===== config.mk =====
export PLATFORM = sky130hd
export DESIGN_NAME = imem_dmem_arbiter
export DESIGN_NICKNAME = d
export VERILOG_FILES = /design/src/rtl/imem_dmem_arbiter.sv
export SDC_FILE = /design/constraint.sdc
export NUM_CORES = 1
export LEC_CHECK = 0
export CAP_MARGIN = 20
export CORE_UTILIZATION = 37
export DETAILED_ROUTE_END_ITERATION = 8
export PLACE_DENSITY = 0.77
export REMOVE_ABC_BUFFERS = 1
export SETUP_SLACK_MARGIN = 0.02
export SLEW_MARGIN = 20
export SYNTH_ARGS = -nofsm -noshare
export SYNTH_HDL_FRONTEND = slang
export SYNTH_SLANG_ARGS = --single-unit

===== constraint.sdc =====
create_clock -name clk -period 2.5 [get_ports clk]
set_input_delay 0.75 -clock clk [delete_from_list [all_inputs] [get_ports clk]]
set_output_delay 0.75 -clock clk [all_outputs]
set_load 0.01 [all_outputs]

===== src/rtl/imem_dmem_arbiter.sv =====
// Shares one memory port between instruction fetch and load/store requesters.
// One transaction in flight; data has priority, IF is forced after STARVE_MAX D grants.
`timescale 1ns/1ps
module imem_dmem_arbiter #(
    parameter int ADDR_W     = 32,
    parameter int DATA_W     = 32,
    parameter int STARVE_MAX = 4
) (
    input  logic                clk,
    input  logic                rst_n,
    input  logic                if_req_valid,
    input  logic [ADDR_W-1:0]   if_req_addr,
    output logic                if_req_ready,
    output logic                if_rsp_valid,
    output logic [DATA_W-1:0]   if_rsp_rdata,
    input  logic                d_req_valid,
    input  logic                d_req_we,
    input  logic [ADDR_W-1:0]   d_req_addr,
    input  logic [DATA_W-1:0]   d_req_wdata,
    input  logic [DATA_W/8-1:0] d_req_wstrb,
    output logic                d_req_ready,
    output logic                d_rsp_valid,
    output logic [DATA_W-1:0]   d_rsp_rdata,
    output logic                mem_req_valid,
    input  logic                mem_req_ready,
    output logic                mem_req_we,
    output logic [ADDR_W-1:0]   mem_req_addr,
    output logic [DATA_W-1:0]   mem_req_wdata,
    output logic [DATA_W/8-1:0] mem_req_wstrb,
    input  logic                mem_rsp_valid,
    input  logic [DATA_W-1:0]   mem_rsp_rdata,
    output logic                busy,
    output logic                grant_owner
);
    localparam int SW = DATA_W / 8;

    typedef enum logic [1:0] {IDLE, ISSUE, WAIT} state_e;

    state_e            state_q, state_d;
    logic [3:0]        starve_q, starve_d;
    logic              owner_q;
    logic              we_q;
    logic [ADDR_W-1:0] addr_q;
    logic [DATA_W-1:0] wdata_q;
    logic [SW-1:0]     wstrb_q;
    logic              if_rsp_valid_q, d_rsp_valid_q;
    logic [DATA_W-1:0] if_rdata_q, d_rdata_q;
    logic              sel_d, sel_if, idle;

    assign idle = (state_q == IDLE);

    // IF wins a contested cycle only once the starvation count saturates
    always_comb begin
        sel_d  = d_req_valid && !(if_req_valid && starve_q == 4'(STARVE_MAX));
        sel_if = if_req_valid && !sel_d;
    end

    always_comb begin
        starve_d = starve_q;
        if (idle && sel_if) begin
            starve_d = '0;
        end else if (idle && sel_d && if_req_valid
                     && starve_q != 4'(STARVE_MAX)) begin
            starve_d = starve_q + 4'd1;
        end
    end

    always_ff @(posedge clk or negedge rst_n) begin
        if (!rst_n) begin
            state_q  <= IDLE;
            starve_q <= '0;
        end else begin
            state_q  <= state_d;
            starve_q <= starve_d;
        end
    end

    always_comb begin
        state_d = state_q;
        unique case (state_q)
            IDLE:    if (sel_if || sel_d) state_d = ISSUE;
            ISSUE:   if (mem_req_ready) state_d = WAIT;
            WAIT:    if (mem_rsp_valid) state_d = IDLE;
            default: state_d = IDLE;
        endcase
    end

    always_comb begin
        if_req_ready  = 1'b0;
        d_req_ready   = 1'b0;
        mem_req_valid = 1'b0;
        unique case (state_q)
            IDLE: begin
                if_req_ready = rst_n && sel_if;
                d_req_ready  = rst_n && sel_d;
            end
            ISSUE:   mem_req_valid = 1'b1;
            default: ;
        endcase
    end

    always_ff @(posedge clk or negedge rst_n) begin
        if (!rst_n) begin
            owner_q        <= 1'b0;
            we_q           <= 1'b0;
            addr_q         <= '0;
            wdata_q        <= '0;
            wstrb_q        <= '0;
            if_rsp_valid_q <= 1'b0;
            d_rsp_valid_q  <= 1'b0;
            if_rdata_q     <= '0;
            d_rdata_q      <= '0;
        end else begin
            if_rsp_valid_q <= 1'b0;
            d_rsp_valid_q  <= 1'b0;
            if (idle && sel_d) begin
                owner_q <= 1'b1;
                we_q    <= d_req_we;
                addr_q  <= d_req_addr;
                wdata_q <= d_req_wdata;
                wstrb_q <= d_req_wstrb;
            end else if (idle && sel_if) begin
                owner_q <= 1'b0;
                we_q    <= 1'b0;
                addr_q  <= if_req_addr;
                wdata_q <= '0;
                wstrb_q <= '0;
            end
            if (state_q == WAIT && mem_rsp_valid) begin
                if (owner_q) begin
                    d_rsp_valid_q <= 1'b1;
                    d_rdata_q     <= we_q ? '0 : mem_rsp_rdata;
                end else begin
                    if_rsp_valid_q <= 1'b1;
                    if_rdata_q     <= mem_rsp_rdata;
                end
            end
        end
    end

    assign if_rsp_valid  = if_rsp_valid_q;
    assign if_rsp_rdata  = if_rdata_q;
    assign d_rsp_valid   = d_rsp_valid_q;
    assign d_rsp_rdata   = d_rdata_q;
    assign mem_req_we    = we_q;
    assign mem_req_addr  = addr_q;
    assign mem_req_wdata = wdata_q;
    assign mem_req_wstrb = wstrb_q;
    assign busy          = !idle;
    assign grant_owner   = owner_q;
endmodule

# Word level (Yosys, flattened, before mapping)
# Index checks and enable logic that the tools add are counted.
dict set report classes {
  addsub 1
  eq_ne 7
  muxes 23
  n_bitwise 1
  reduce_logical 20
}
# op count
set ops {}
lappend ops {{$mux W32} 5}
lappend ops {{$mux W4} 4}
lappend ops {{$logic_and A1 B1 Y1} 10}
lappend ops {{$mux W1} 10}
lappend ops {{$mux W2} 3}
lappend ops {{$pmux W2 S3} 1}
lappend ops {{$add A4 B1 Y4 const B} 1}
lappend ops {{$eq A4 B3 Y1 const B} 1}
lappend ops {{$ne A2 B2 Y1 const B} 2}
lappend ops {{$ne A4 B3 Y1 const B} 1}
lappend ops {{$reduce_and A2 Y1} 2}
lappend ops {{$reduce_bool A2 Y1} 2}
lappend ops {{$logic_not A1 Y1} 3}
lappend ops {{$reduce_and A3 Y1} 1}
lappend ops {{$eq A2 B1 Y1 const B} 1}
lappend ops {{$eq A2 B2 Y1 const B} 1}
lappend ops {{$logic_not A2 Y1} 1}
lappend ops {{$ne A2 B1 Y1 const B} 1}
lappend ops {{$logic_or A1 B1 Y1} 1}
lappend ops {{$not A1 Y1} 1}
dict set report totals {
  ff_bits 142
  in_bits 139
  output_inout_bits 140
  elab_cells 63
}

# Logic depth before layout (Yosys ltp)
# Gate-level depths: netlist of run 1.
dict set report depth {
  ltp_word 9
  depth_mapped 7
  depth_no_buf 5
}

# Worst setup path before layout of run 1
# Ideal clock, no wire load.
dict set report synth_path {
  kind {in2out}
  start {input if_req_valid}
  end {output d_req_ready}
  t_arrival_ns 1.825
  required_ns 1.750
  slack_ns -0.075
  cell_stages 6
  path_buffers 3
  cell_sequence {buf_4 -> and4b_1 -> nor3_2 -> buf_2 -> buf_2 -> and2_1}
}
dict set report synth_between {
  elab_chain_cells 5
}
# element line_no
set synth_lines {}
lappend synth_lines {{from (decl)} 11} ;# input logic if_req_valid,
lappend synth_lines {{$logic_and A1 B1 Y1} 54} ;# sel_d = d_req_valid && !(if_req_valid && starve_q == 4'(STARVE_MAX));
lappend synth_lines {{$logic_not A1 Y1} 54}
lappend synth_lines {{$logic_and A1 B1 Y1} 54}
lappend synth_lines {{$logic_and A1 B1 Y1} 95} ;# d_req_ready = rst_n && sel_d;
lappend synth_lines {{$mux W1} 92} ;# unique case (state_q)
lappend synth_lines {{to (decl)} 21} ;# output logic d_req_ready,
# No other way between the ends.

# Worst setup path after layout of run 1
dict set report layout_path {
  start {register starve_q[1]}
  end {output d_req_ready}
}
dict set report layout_between {
  elab_chain_cells 6
}
# element line_no
set layout_lines {}
lappend layout_lines {{from (decl)} 40} ;# logic [3:0] starve_q, starve_d;
lappend layout_lines {{from (signal assigned)} 74} ;# starve_q <= starve_d;
lappend layout_lines {{$eq A4 B3 Y1} 54}
lappend layout_lines {{$logic_and A1 B1 Y1} 54}
lappend layout_lines {{$logic_not A1 Y1} 54}
lappend layout_lines {{$logic_and A1 B1 Y1} 54}
lappend layout_lines {{$logic_and A1 B1 Y1} 95}
lappend layout_lines {{$mux W1} 92}
# No other way between the ends.

==> summary.txt, run 1 <==
Run status
  • Status: completed

CTS
  • Clock latency on the worst-skew pair: 0.42 ns
  • Hold buffers post-CTS: 0
  • Clock Path Buffers: 2
  • CTS HTree Levels: 4
  • Clock-pin slew on the worst setup and hold paths: 0.06 ns
  • Clk sinks: 142
  • TritonCTS clock tree: done
  • CTS Buf Count: 17
  • Clk root buf: clkbuf_16

Synthesis
  • Number of flops mapped to enable cells by yosys: 0
  • Post-Synthesis Cells: 517
  • Ys Warns: 0
  • Cell Area, Synth: 5850 µm²
  • Post-synth top cells: 142 x dfrtp_1, 100 x nand2_1, 67 x o21ai_0
  • Most used DFF post-synth: dfrtp_1
  • Synth Register Bits: 142
  • Top post-synthesis cells by area: dfrtp_1 61%, nand2_1 6.4%, mux2_2 6.2%
  • Leading area contributor after synthesis: dfrtp_1
  • Post-synthesis sequential area ratio: 60.7%
  • Async S/R FF share, synth: 100%
  • Avg Inst Size Synth: 11.3 µm²
  • Netlist cell types: 35
  • Most common cell in the netlist: dfrtp_1
  • Top-area cell type share of the netlist area: 60.7%

STA
  • Final Hold Fails: 0
  • Min Tclk post-route: 2.42 ns
  • Fmax achieved: 413 MHz
  • Max Slew Vio Count: 0
  • Worst Skew: 0.00718 ns
  • Relative slew slack: 59.5%
  • Setup violators final: 0
  • Final period util: 96.9%
  • Setup TNS: 0 ns
  • Slew at the pin closest to its max-slew limit: 0.607 ns

GRT
  • Grt total ovfl: 0
  • First-pass GRT wire length: 28.2 mm
  • Vias in the first global route: 5460
  • Gr usage total: 22.5%
  • Largest net degree at the start of global routing: 79
  • Initial antenna violation count: 0

Pwr
  • Total power: 12.2 mW
  • Worst VDD drop: 0.496 mV
  • Pleak: 4.18 nW
  • Pwr per Cell Area: 1260 nW/µm²

Setup path
  • Startpoint types: flip-flop
  • Crit path DAT: 1.67 ns
  • Worst Setup Path Type: reg2out
  • CP top delay family: simple AND/OR/NAND/NOR gates
  • CP cell instances: inv_2, ha_4, and4b_2, nor3_4, and2_1, buf_2
  • CP peak stage delay: 0.38 ns
  • Worst Setup SP: starve_q[1]
  • CP max FO: 2
  • Critical path capture point type: output pin
  • Worst r2r src: starve_q[1]
  • Slowest cell on crit path: dfrtp_1
  • CP Buf/Inv Count: 2
  • Critical path required time: 1.75 ns

Finish
  • Fillers: 1213
  • Layout cells sized above 1: 13.3%
  • Area growth from synthesis to layout: 66.3%
  • Post-layout util: 63.5%
  • Antenna cells: 0
  • Final nets: 945
  • Sequential Area: 3550 µm²
  • Area of the multi-input gates: 2130 µm²

Die
  • Die height: 128 µm
  • Cell Rows: 45
  • Initial core utilization: 38.2%
  • Core area: 15300 µm²
  • Die span in x: 128 µm
  • I/O Pins: 279
  • Die area: 16300 µm²

Job
  • Max-Cap Viols: 0

Route
  • Vias: 5261
  • DR vias/cell: 5.12
  • DR DRC count: 0
  • Drt total wl: 18.1 mm
  • Wire per inst: 17.7 µm
  • DR pass1 iterations: 5
  • Starting DRC count in detailed routing: 381
  • ANT nets after route: 0

Place
  • Port bufs: 278
  • GPL Wtd Cong: 0.783
  • Hpwl dp: 12.4 mm

Hold path
  • Hold WC Path Type: in2async
[cell families after synthesis]
| family | count (synthesis) | synth area share (%) |
|---|---|---|
| and+or+nand+nor | 151 | 12.2 |
| AOI/OAI and AO/OA | 142 | 16.7 |
| DFF | 142 | 60.7 |
| buffers and inverters | 47 | 3.63 |
| muxes | 33 | 6.33 |
| adders and majority gates | 2 | 0.427 |
[power by group]
group / leakage, nW / switching, mW / internal (mW)
logic: 2.07 / 2.42 / 3.07
registers: 1.80 / 0.618 / 3.34
clock network: 0.317 / 0.999 / 1.81
[per-layer routing]
| metal | part of all wire, % | vias to the layer above | GRT usage [%] |
|---|---|---|---|
| li1 | - | 2406 | - |
| met1 | 41 | 2584 | 26.5 |
| met2 | 50 | 248 | 38.8 |
| met3 | 7.9 | 23 | 6.09 |
| met4 | 1.9 | 0 | 9.20 |
| met5 | 0 | - | 0 |
[layout by cell type, fill, tap and decap left out, drive strengths merged, types with 3 or more instances in the layout]
| cell type | netlist | layout |
|---|---|---|
| clkinv | 0 | 4 |
| dlygate4sd2 | 0 | 3 |
| dfrtp | 142 | 142 |
| a22o | 37 | 37 |
| clkdlybuf4s50 | 0 | 271 |
| o221ai | 32 | 32 |
| o21ai | 68 | 68 |
| inv | 6 | 8 |
| buf | 13 | 33 |
| clkbuf | 28 | 20 |
| bufinv | 0 | 5 |
| nand2 | 100 | 100 |
| nand2b | 33 | 33 |
| mux2 | 32 | 32 |
[state kept, by name, summed over array words and instances (netlist names), 2 cells and up]
| signal | cells |
|---|---|
| d_rsp_rdata | 32 |
| if_rsp_rdata | 32 |
| mem_req_addr | 32 |
| mem_req_wdata | 32 |
| mem_req_wstrb | 4 |
| starve_q | 4 |
| state_q | 2 |
[worst paths after layout]
path                       cells after the start  slack (ns)                end
min                                            2        0.25  mem_req_wdata[24]
min in group clk                               2        0.48     d_rsp_rdata[8]
max                                            6        0.08        d_req_ready
min reg2reg                                    2        0.48     d_rsp_rdata[8]
max in group asynchronous                      4        1.40   mem_req_addr[10]
max reg2reg                                    7        0.62        starve_q[3]
[final cells by class]
cell class | count | area share (%)
flip-flops and latches | 142 | 36.5
repair buffers | 309 | 31.9
multi-input cells | 328 | 21.9
clock buffers | 20 | 4.59
well taps | 211 | 2.71
clock inverters | 12 | 2.15
inverters | 6 | 0.231
[what timing repair did]
action,in CTS,in global routing
pin swaps,1,1
setup endpoints to repair,4,2
resized for setup,20,5
setup buffers,4,0
cloned,1,0
[worst reg2reg max path, cell delays in order, from the launching register on]
cell and delay (ns):
dfrtp_1 0.38, inv_2 0.07, ha_4 0.16, and4b_2 0.26, buf_4 0.14, buf_4 0.13, or4_1 0.50, mux2i_1 0.17
[metrics by stage]
step	cells	worst slack [ns]	hold WS [ns]	instance area [µm²]
floorplan	476	-3.50	0.454	5660
global placement	990	-0.616	0.462	8960
detailed placement	990	-0.640	0.470	8960
CTS	1027	0.0457	0.241	9690
global route	1028	-0.00740	0.251	9730
finish	1028	0.0768	0.247	9730
Power figures use the tool's default switching activity.
==> run 2, diff against run 1 <==
Settings changed: CORE_AREA set to 2 2 108 110, CORE_UTILIZATION 37 to unset, DIE_AREA set to 0 0 110 112, DONT_BUFFER_PORTS set to 1, PLACE_DENSITY 0.77 to 0.7.
==> run 2 against run 1 <==
Compared with the run above:
- wire length down 23%
- sequential share of layout area up 17 points
- clock skew down 0.0025 ns
- worst setup slack better by 0.027 ns
- core utilization down 4.7 points
- register-to-register slack better by 0.04 ns
- critical path type unchanged
- critical endpoint is now if_req_ready
==> summary.txt, run 2 (synthesized netlist as in run 1, its figures left out) <==
Run status
  • Status: completed

Setup path
  • Critical path required time: 1.75 ns (about the same)
  • R2R Path End: mem_req_wdata[3]
  • Crit path DAT: 1.65 ns (-0.02 ns)
  • Worst r2r src: state_q[0]
  • Flop-to-flop setup slack: 0.66 ns (+0.04 ns)
  • CP peak stage delay: 0.40 ns (+0.02 ns)
  • CP top delay family: simple AND/OR/NAND/NOR gates
  • Slowest cell on crit path: dfrtp_1
  • Startpoint types: flip-flop
  • Worst Setup Path Type: reg2out
  • CP cell instances: inv_1, ha_1, nand4b_1, nand2_1, and3_1
  • Critical path capture point type: output pin
  • CP Buf/Inv Count: 1 (-1)
  • Worst reg-to-reg path cell count: 5 (-2)
  • CP max FO: 4 (+2)

STA
  • Final period util: 95.9% (-1.1 points)
  • Setup violators final: 0 (unchanged)
  • Final Hold Fails: 0 (unchanged)
  • Min Tclk post-route: 2.40 ns (-0.0268 ns)
  • Setup TNS: 0 ns (unchanged)
  • Slew at the pin closest to its max-slew limit: 0.566 ns (-0.0418 ns)
  • RSZ-0062 raised after global routing: yes
  • Max Slew Vio Count: 0 (unchanged)
  • Hold slack: 0.0444 ns (-0.202 ns)
  • Fmax achieved: 417 MHz (+1.1%)
  • Relative slew slack: 62.3% (+2.8 points)
  • Worst Skew: 0.00466 ns (-0.00251 ns)

CTS
  • Hold buffers post-CTS: 0 (unchanged)
  • CTS HTree Levels: 4 (unchanged)
  • Clk root buf: clkbuf_16
  • Clock-pin slew on the worst setup and hold paths: 0.06 ns (about the same)
  • Clock Path Buffers: 2 (unchanged)
  • TritonCTS clock tree: done
  • Clk sinks: 142 (unchanged)
  • Clock latency on the worst-skew pair: 0.40 ns (-0.02 ns)
  • CTS Buf Count: 17 (unchanged)

Finish
  • Layout cells sized above 1: 16.3% (+2.9 points)
  • Sequential Area: 3550 µm² (unchanged)
  • Commonest cells after routing, fill and taps aside: 142 x dfrtp_1, 100 x nand2_1, 67 x o21ai_0
  • Area growth from synthesis to layout: 12.4%
  • Commonest non-fill, non-tap cell in the layout: dfrtp_1
  • Final nets: 650 (-31%)
  • Area of the multi-input gates: 2120 µm² (-0.76%)
  • Fillers: 912 (-25%)
  • Design area: 6580 µm² (-32%)
  • Antenna cells: 0 (unchanged)
  • Non-Filler Instances: 665 (-35%)

Route
  • DR vias/cell: 6.08 (+19%)
  • Starting DRC count in detailed routing: 321 (-16%)
  • ANT nets after route: 0 (unchanged)
  • Drt total wl: 14.0 mm (-23%)
  • DR pass1 iterations: 4 (-1)
  • Vias: 4042 (-23%)
  • Wire per inst: 21.1 µm (+20%)
  • DR DRC count: 0 (unchanged)

Pwr
  • Pleak: 2.96 nW (-29%)
  • Net Sw Power: 3.50 mW (-13%)
  • Worst VDD drop: 1.00 mV (+100%)
  • Flop pwr share: 49.0% (+17 points)
  • Comb pwr share: 24.3% (-20 points)
  • Pint: 5.95 mW (-28%)
  • Pwr per Cell Area: 1440 nW/µm² (+14%)
  • Sw frac: 37.1% (+4.1 points)
  • Clk network pwr share: 26.7% (+3.8 points)

Place
  • Port bufs: 0 (-100%)
  • Hpwl dp: 9.52 mm (-23%)
  • GPL Wtd Cong: 0.837 (+6.9%)
  • DP Cell Count: 630 (-36%)
  • Placement Cell Area: 5950 µm² (-34%)

GRT
  • Grt total ovfl: 0 (unchanged)
  • Vias in the first global route: 4147 (-24%)
  • Gr usage total: 22.6% (+0.13 points)
  • Initial antenna violation count: 0 (unchanged)
  • Largest net degree at the start of global routing: 145 (+84%)
  • First-pass GRT wire length: 21.5 mm (-24%)

Die
  • I/O Pins: 279 (unchanged)
  • Cell Rows: 39 (-13%)
  • Die area: 12300 µm² (-25%)
  • Core area: 11200 µm² (-27%)
  • Die span in x: 110 µm (-14%)
  • Die height: 112 µm (-12%)
  • Initial core utilization: 52.4% (+14 points)

Hold path
  • Hold WC Path Type: in2async

Job
  • Max-Cap Viols: 0 (unchanged)
[run 2: worst register-to-register path, cell delays in order (launching register included)]
cell and delay, ns:
dfrtp_1 0.47, nor2_4 0.14, buf_4 0.47, o21ai_2 0.12, buf_4 0.27, a22o_1 0.26
[run 2: worst max path at each step]
stage | from | depth (start not counted) | slack, ns | end
2_1_floorplan | state_q[0] | 4 | -3.50 | d_req_ready
3_3_place_gp | if_req_valid | 3 | 0.43 | d_req_ready
3_5_place_dp | if_req_valid | 3 | 0.42 | d_req_ready
4_1_cts | starve_q[0] | 5 | 0.07 | d_req_ready
5_1_grt | starve_q[1] | 5 | -0.03 | if_req_ready
6_report | starve_q[1] | 5 | 0.10 | if_req_ready
[run 2: timing repair]
item,4_1_cts,5_1_grt
setup endpoints to repair,0,2
resized for setup,0,1
buffers inserted,0,3
[run 2: per-layer routing]
metal  global-route usage [%]  wire, µm
met3                     8.67      1480
met1                     27.5      5420
met4                     6.67       187
met5                        0         0
met2                     37.2      6950
[run 2: area by class of cell]
| class | instances | area share, % |
|---|---|---|
| tap | 143 | 2.72 |
| inverter | 6 | 0.342 |
| multi-input combinational | 328 | 32.2 |
| clock buffer | 20 | 7.09 |
| timing repair buffer | 14 | 1.60 |
| sequential | 142 | 54.0 |
| clock inverter | 12 | 2.05 |
[run 2: power by group through the flow]
stage,sequential (mW),combinational (mW),clock (mW)
finish,4.63,2.30,2.52
CTS,4.65,2.29,2.56
floorplan,4.37,1.76,0
detailed placement,4.66,2.30,0
global route,4.77,2.63,2.70
global placement,4.64,2.15,0
[run 2: per-stage QoR]
stage	total power, mW	setup WS (ns)	utilization (%)
after floorplan	6.13	-3.50	-
final	9.45	0.104	58.9
after global routing	10.1	-0.0272	58.9
after global placement	6.79	0.430	53.3
after CTS	9.50	0.0731	58.6
after detailed placement	6.96	0.420	53.3
==> run 3, diff against run 2 <==
Settings changed: SLEW_MARGIN 20 to unset.
==> results of run 3 <==
Final layout, timing and power as in run 2 (identical DEF).
